**src/rtl/ps2_direction_decoder.sv**
```systemverilog
// PS/2 keyboard receiver: synchronizes the keyboard lines, deframes 11-bit frames
// and turns arrow-key / S-key make codes into single-cycle pulses.
module ps2_direction_decoder #(
  parameter int TIMEOUT_CYCLES = 12500
) (
  input  logic       clock,
  input  logic       resetn,
  input  logic       ps2_clk,
  input  logic       ps2_dat,
  output logic [3:0] direction,
  output logic       start_req,
  output logic [7:0] scan_byte,
  output logic       byte_valid,
  output logic       frame_err
);

  localparam int CNT_W = $clog2(TIMEOUT_CYCLES + 1);
  localparam logic [CNT_W-1:0] TO_LIMIT = CNT_W'(TIMEOUT_CYCLES);

  typedef enum logic [1:0] {IDLE, DATA, PARITY, STOP} state_e;

  logic             clk_s1_q, clk_s2_q, clk_prev_q;
  logic             dat_s1_q, dat_s2_q;
  state_e           state_q;
  logic [2:0]       bit_cnt_q;
  logic [7:0]       shift_q;
  logic             parity_q;
  logic [CNT_W-1:0] to_cnt_q, to_cnt_d;
  logic [7:0]       scan_byte_q;
  logic             byte_valid_q, frame_err_q;
  logic             ext_q, brk_q;
  logic [3:0]       direction_q;
  logic             start_req_q;
  logic             fall, timeout;

  // Two-flop synchronizers; idle-high lines reset to 1 so release never looks like an edge
  always_ff @(posedge clock or negedge resetn) begin
    if (!resetn) begin
      clk_s1_q   <= 1'b1;
      clk_s2_q   <= 1'b1;
      clk_prev_q <= 1'b1;
      dat_s1_q   <= 1'b1;
      dat_s2_q   <= 1'b1;
    end else begin
      clk_s1_q   <= ps2_clk;
      clk_s2_q   <= clk_s1_q;
      clk_prev_q <= clk_s2_q;
      dat_s1_q   <= ps2_dat;
      dat_s2_q   <= dat_s1_q;
    end
  end

  assign fall    = clk_prev_q & ~clk_s2_q;
  assign timeout = (state_q != IDLE) && !fall && (to_cnt_q == TO_LIMIT);

  always_comb begin
    to_cnt_d = to_cnt_q;
    if (fall || state_q == IDLE) to_cnt_d = '0;
    else if (to_cnt_q != TO_LIMIT) to_cnt_d = to_cnt_q + 1'b1;
  end

  always_ff @(posedge clock or negedge resetn) begin
    if (!resetn) to_cnt_q <= '0;
    else         to_cnt_q <= to_cnt_d;
  end

  // Frame FSM; an edge in the same cycle as the limit keeps the frame alive
  always_ff @(posedge clock or negedge resetn) begin
    if (!resetn) begin
      state_q      <= IDLE;
      bit_cnt_q    <= '0;
      shift_q      <= '0;
      parity_q     <= 1'b0;
      scan_byte_q  <= '0;
      byte_valid_q <= 1'b0;
      frame_err_q  <= 1'b0;
    end else begin
      byte_valid_q <= 1'b0;
      frame_err_q  <= 1'b0;
      if (timeout) begin
        state_q     <= IDLE;
        frame_err_q <= 1'b1;
      end else if (fall) begin
        unique case (state_q)
          IDLE: begin
            bit_cnt_q <= '0;
            if (!dat_s2_q) state_q <= DATA;
          end
          DATA: begin
            shift_q   <= {dat_s2_q, shift_q[7:1]};
            bit_cnt_q <= bit_cnt_q + 1'b1;
            if (bit_cnt_q == 3'd7) state_q <= PARITY;
          end
          PARITY: begin
            parity_q <= dat_s2_q;
            state_q  <= STOP;
          end
          STOP: begin
            state_q <= IDLE;
            if (dat_s2_q && (^{shift_q, parity_q})) begin
              scan_byte_q  <= shift_q;
              byte_valid_q <= 1'b1;
            end else begin
              frame_err_q <= 1'b1;
            end
          end
          default: state_q <= IDLE;
        endcase
      end
    end
  end

  // Scan-code decoder: E0/F0 prefixes arm flags, the next ordinary byte consumes them
  always_ff @(posedge clock or negedge resetn) begin
    if (!resetn) begin
      ext_q       <= 1'b0;
      brk_q       <= 1'b0;
      direction_q <= '0;
      start_req_q <= 1'b0;
    end else begin
      direction_q <= '0;
      start_req_q <= 1'b0;
      if (frame_err_q) begin
        ext_q <= 1'b0;
        brk_q <= 1'b0;
      end else if (byte_valid_q) begin
        if (scan_byte_q == 8'hE0) begin
          ext_q <= 1'b1;
        end else if (scan_byte_q == 8'hF0) begin
          brk_q <= 1'b1;
        end else begin
          if (!brk_q) begin
            if (ext_q) begin
              case (scan_byte_q)
                8'h75:   direction_q <= 4'b1000;
                8'h72:   direction_q <= 4'b0100;
                8'h6B:   direction_q <= 4'b0010;
                8'h74:   direction_q <= 4'b0001;
                default: direction_q <= 4'b0000;
              endcase
            end else if (scan_byte_q == 8'h1B) begin
              start_req_q <= 1'b1;
            end
          end
          ext_q <= 1'b0;
          brk_q <= 1'b0;
        end
      end
    end
  end

  assign direction  = direction_q;
  assign start_req  = start_req_q;
  assign scan_byte  = scan_byte_q;
  assign byte_valid = byte_valid_q;
  assign frame_err  = frame_err_q;

endmodule

```
**config.mk**
```make
export PLATFORM = sky130hd
export DESIGN_NAME = ps2_direction_decoder
export DESIGN_NICKNAME = d
export VERILOG_FILES = /design/src/rtl/ps2_direction_decoder.sv
export SDC_FILE = /design/constraint.sdc
export NUM_CORES = 1
export LEC_CHECK = 0
export ABC_AREA = 1
export CAP_MARGIN = 15
export CELL_PAD_IN_SITES_DETAIL_PLACEMENT = 1
export CELL_PAD_IN_SITES_GLOBAL_PLACEMENT = 2
export CORE_MARGIN = 5
export CORE_UTILIZATION = 33
export CTS_BUF_LIST = sky130_fd_sc_hd__clkbuf_4 sky130_fd_sc_hd__clkbuf_8
export CTS_CLUSTER_DIAMETER = 100
export DETAILED_ROUTE_END_ITERATION = 16
export HOLD_SLACK_MARGIN = 0.02
export PLACE_DENSITY_LB_ADDON = 0.1
export SYNTH_ARGS = -nofsm -noshare
export SYNTH_HDL_FRONTEND = slang
export SYNTH_SLANG_ARGS = --single-unit
export TNS_END_PERCENT = 10
```
**constraint.sdc**
```tcl
create_clock -name clock -period 1.4 [get_ports clock]
set_input_delay 0.35 -clock clock [delete_from_list [all_inputs] [get_ports clock]]
set_output_delay 0.35 -clock clock [all_outputs]
set_load 0.05 [all_outputs]
```
# [Word-level counts from Yosys, hierarchy flattened]
# Cells that the tools add are included.
# Widths: inputs -> output; s select.
[totals] register_bits=50 inputBits=4 out_inout_bits=15 elab_cells=96
[classes] addsub=2 n_eq_ne=17 muxes=38 n_bitwise=3 reduce_logical=19
[ops] operator="$eq 8x7->1 const B" count=4
[ops] operator="$mux 14" count=2
[ops] operator="$mux 4" count=6
[ops] operator="$mux 1" count=23
[ops] operator="$eq 8x8->1 const B" count=2
[ops] operator="$pmux 4 s4" count=1
[ops] operator="$add 14x1->14 const B" count=1
[ops] operator="$eq 14x14->1 const B" count=1
[ops] operator="$ne 14x14->1 const B" count=1
[ops] operator="$reduce_and 3->1" count=4
[ops] operator="$reduce_bool 2->1" count=5
[ops] operator="$ne 3x3->1 const B" count=3
[ops] operator="$reduce_xor 9->1" count=1
[ops] operator="$eq 8x5->1 const B" count=1
[ops] operator="$mux 2" count=4
[ops] operator="$pmux 2 s4" count=1
[ops] operator="$pmux 3 s2" count=1
[ops] operator="$eq 2x2->1 const B" count=2
[ops] operator="$reduce_and 2->1" count=2
[ops] operator="$reduce_and 4->1" count=1
[ops] operator="$add 3x1->3 const B" count=1
[ops] operator="$eq 3x3->1 const B" count=1
[ops] operator="$logic_and 1x1->1" count=3
[ops] operator="$eq 2x1->1 const B" count=1
[ops] operator="6 further kinds" count=7

# [Depth between registers and ports, before layout]
[depth] depth_word=8 ltp_mapped=12 mapped_depth_nobuf=12

# [Worst setup path before layout]
# Ideal clock, no wire load.
[synth_timing] path_type="flip-flop to flip-flop" start="register scan_byte_q[3], in the netlist scan_byte[3]" end="register direction_q[0], in the netlist direction[0]" setup_ns=0.144 t_arrival_ns=1.458 path_slack_ns=-0.201 stages_incl_launch_ff=7 cell_sequence="dfrtp_1 nor2_1 nand4_1 or2_2 nand3_1 nand3b_1 nor2_1"
[synth_between] elab_chain_cells=8 elab_cells_between_ends=13 classes_between="6 x eq/ne; 7 x mux"
[synth_rtl] element="start, declared" line="29" source="logic [7:0] scan_byte_q;"
[synth_rtl] element="start signal, assigned" line="101" source="scan_byte_q <= shift_q;"
[synth_rtl] element="$eq 8x7->1" line="134" source="case (scan_byte_q)"
[synth_rtl] element="$pmux 4 s4" line="134"
[synth_rtl] element="$mux 4" line="133" source="if (ext_q) begin"
[synth_rtl] element="$mux 4" line="132" source="if (!brk_q) begin"
[synth_rtl] element="$mux 4" line="129" source="end else if (scan_byte_q == 8'hF0) begin"
[synth_rtl] element="$mux 4 *" line="127" source="if (scan_byte_q == 8'hE0) begin"
[synth_rtl] element="$mux 4 *" line="126" source="end else if (byte_valid_q) begin"
[synth_rtl] element="$mux 4 *" line="123" source="if (frame_err_q) begin"
[synth_rtl] element="end signal, assigned" line="121" source="direction_q <= '0;"
[synth_rtl] element="end signal, assigned" line="135" source="8'h75: direction_q <= 4'b1000;"
[synth_rtl] element="end signal, assigned" line="136" source="8'h72: direction_q <= 4'b0100;"
[synth_rtl] element="end, declared" line="32" source="logic [3:0] direction_q;"
# Every way passes the cells marked *; elsewhere a longest branch is shown, timed or not.
# A chain may end at the register's enable or synchronous reset.

# [Worst setup path in the final report]
[layout_timing] start="register shift_q[3]" end="register scan_byte_q[0], in the netlist scan_byte[0]"
[layout_between] elab_chain_cells=3
[layout_rtl] element="start, declared" line="26" source="logic [7:0] shift_q;"
[layout_rtl] element="start signal, assigned" line="90" source="shift_q <= {dat_s2_q, shift_q[7:1]};"
[layout_rtl] element="$reduce_xor 9->1" line="100" source="if (dat_s2_q && (^{shift_q, parity_q})) begin"
[layout_rtl] element="$logic_and 1x1->1" line="100"
[layout_rtl] element="$reduce_and 4->1 (no line)"
# No other way between the ends.

==> results.md <==
- EDFF count, synth: 0
- RePlAce Congestion: between 0.7 and 0.8
- Hold_ws: roughly 0.022 ns
- Fmax: 658 MHz
- Min-delay worst type: in -> async
- Clock tree buffer depth: 2
- Initial DRC Count: 41
- First-pass DRT Iterations: 4
- Total power: around 5900 µW
- PwrDens: around 1600 nW/µm²
- DIE AREA: between 9000 and 10000 µm²
- Syn Std Cell Area: ~2600 µm²
- Worst Path Arrival: around 1.7 ns
- Inserted Diodes: 0
- Cells after synthesis: approximately 310
- Starting density of the core: 0.334
- Detail Route Antenna Nets: 0
- # IOs: 19
- Vias in the first global route: about 2400
- Ranking of synthesized cells by area: dfrtp_1, nand2_1, inv_1, dfstp_2, ha_1
- Final hold vios: 0
- Hold_buf cts: 0
- Area growth syn-to-layout: 47.4%
- Via count: 2300
- #FFs+latches synth: 50
- Failing checks: setup timing
- Cell family with the largest share of critical-path delay: simple AND/OR/NAND/NOR gates
- Fill count: 908
- Status: complete, but fails checks
- TritonCTS clock tree: yes
- FFs w/ async S/R, synth: 1.00
- Clock sinks: 50
- Global-route wire length before repair: 11300 µm
- Final #Nets: 401
- Crit-path most repeated cell: nand2_1
- Maximum vdd drop: roughly 0.00066 V
- Setup tns final: -1.37 ns
- Max Slew Vio Count: 0
- CP Data Required Time: about 1.6 ns
- Pin count of the biggest net entering global routing: between 50 and 60
- Startpoint types: flip-flop
- Mapped Avg Cell Area: about 8.3 µm²
- Final min period: 1.52 ns
- Max-cap violations: 0
- Share of cells above drive strength 1: 0.405
- Slowest stage cell, crit path: dfrtp_1
- H-tree depth: 2
- CTS root buffer: clkbuf_8
- Top post-synthesis cells by count: nand2_1, dfrtp_1, inv_1
- Cell Count Post-Placement: 474
- Synth Net Count: 320
- Residual DRC: 0
- Final wirelength: just under 7000 µm
- Worst Setup End Kind: flip-flop
- Port bufs: 18
- Worst path cell trace: inv_2, nand2_1, nand2_1, nand2_1, nand2_2, nand2_1, nand3_1, nand4_4, buf_4, nand2_1, nand2_1
- Total grt overflow: 0
- Slew HR: 0.782
- Sequential-to-total area share from yosys stat: 0.492
- Clock Skews: about 0.005 ns
- Register Area: about 1300 µm²
- RSZ-0062 raised after global routing: true
- Least-Margin Pin Slew: 0.324 ns
- Synth top area share: 0.441
- Top-count cell post-synth: nand2_1
- Post-route clock period utilization: 1.09
- Die Span Y: just under 100 µm
- Critical Path Max Stage Delay: approximately 0.44 ns
- Most used DFF post-synth: dfrtp_1
- Clock slew at reported path FFs: around 0.090 ns
- Initial antenna violation count: 0
- Die X-Extent: a little under 100 µm
- CP Class: reg -> reg
- GRT Total Usage: 0.143
- Yosys Warn Count: 0
- Final Util: 0.492
- Clk Latency, worst-skew pair: roughly 0.31 ns
- Core Box Area: ~7600 µm²
- Num CTS Buffers: 5
- Dpl hpwl: around 4900 µm
- Setup-failing EPs final: 18
- Fin cells: approximately 490
- Area of the multi-input gates: 1290 µm²
- Crit-path max FO: 5
- Post-DR vias/cell: 4.67
- Number of cell rows: 32
- Synth area leader: dfrtp_1
- Worst setup margin: -0.119 ns
- Wirelength per Cell: 13.7 µm
- Library cells used by synthesis: 32
- Buf/Inv on CP: 2
- Leak: 0.00179 µW
## through the flow
step	cell area (µm²)	setup slack, ns
after global routing	3760	-0.215
after floorplan	2570	-0.0415
final	3760	-0.119
after CTS	3580	-0.0971
after global placement	3410	-0.0907
after detailed placement	3410	-0.119
## kinds of logic (layout without fill, tap and decap cells)
| kind of cell | count (synthesis) | in the layout | synth area share |
|---|---|---|---|
| buf+inv | 46 | 127 | 0.0696 |
| simple gates | 166 | 167 | 0.320 |
| fa+ha+maj | 8 | 8 | 0.0392 |
| xor+xnor | 1 | 1 | 0.00343 |
| flops | 50 | 50 | 0.492 |
| compound gates | 37 | 37 | 0.0755 |
## path summary, 6_finish.rpt
check                            from      endpoint  slack, ns  cells after the start
setup / recovery           shift_q[3]  scan_byte[0]      -0.12                     11
hold / removal                 resetn         ext_q       0.02                      2
setup reg to reg           shift_q[3]  scan_byte[0]      -0.12                     11
hold reg to reg              clk_s1_q      clk_s2_q       0.36                      0
max in group asynchronous      resetn      clk_s1_q       1.09                      2
min in group clock           clk_s1_q      clk_s2_q       0.36                      0
## metal layers
layer	vias to the layer above	GRT usage	wire (µm)
li1	1159	-	-
met1	1113	0.177	2980
met2	23	0.255	3560
met3	5	0.0221	129
met4	0	0.0415	68
met5	-	0	0
## cell type report
| class | instances | share of cell area |
|---|---|---|
| Multi-Input combinational cell | 213 | 0.342 |
| Clock buffer | 6 | 0.0203 |
| Sequential cell | 50 | 0.337 |
| Timing Repair Buffer | 77 | 0.215 |
| Inverter | 42 | 0.0419 |
| Clock inverter | 2 | 0.00997 |
| Tap cell | 102 | 0.0339 |
## where the power goes
part	internal (µW)	switching [µW]
sequential	1670	247
combinational	1290	1590
clock	553	501
total	3520	2330
## placed cells by master (no fill, tap or decap), types with 2 or more instances in the layout
cell type         n
dfrtp_1          35
dfrtp_2          10
nor3_1            6
nor4_4            2
nor2_1           20
o21ai_1          11
nand4_1          15
inv_2            10
a31oi_1           2
nand3_1          10
buf_4            55
o21ai_0          15
nor2_4            6
nand3_4           3
nand3_2           5
nor2_2            4
a21oi_1           6
ha_1              6
nand2_1          68
nand2_2          19
inv_1            32
buf_12           18
clkbuf_8          5
nand2_4           3
clkdlybuf4s50_1   2
dfstp_2           5
## sequential cells by signal, summed over array words and instances (netlist names)
name	count
dat_s2_q	1
clk_s1_q	1
to_cnt_q	14
shift_q	8
dat_s1_q	1
bit_cnt_q	3
state_q	2
frame_err	1
scan_byte	8
brk_q	1
clk_s2_q	1
clk_prev_q	1
direction	4
byte_valid	1
parity_q	1
start_req	1
ext_q	1
## worst register-to-register path: stages, from the launching register on
cell and delay, ns:
dfrtp_1 0.44, inv_2 0.09, nand2_1 0.05, nand2_1 0.05, nand2_1 0.08, nand2_2 0.11, nand2_1 0.08, nand3_1 0.11
nand4_4 0.12, buf_4 0.18, nand2_1 0.05, nand2_1 0.05
## timing repair
action / 4_1_cts / 5_1_grt
endpoints found under the setup margin: 19 / 31
pin swaps: 6 / 12
gates resized for setup: 16 / 40
gates cloned: 0 / 1
buffers inserted: 3 / 6
hold endpoints to repair: 0 / 0
Note: power is estimated with default switching activity, not from simulation.
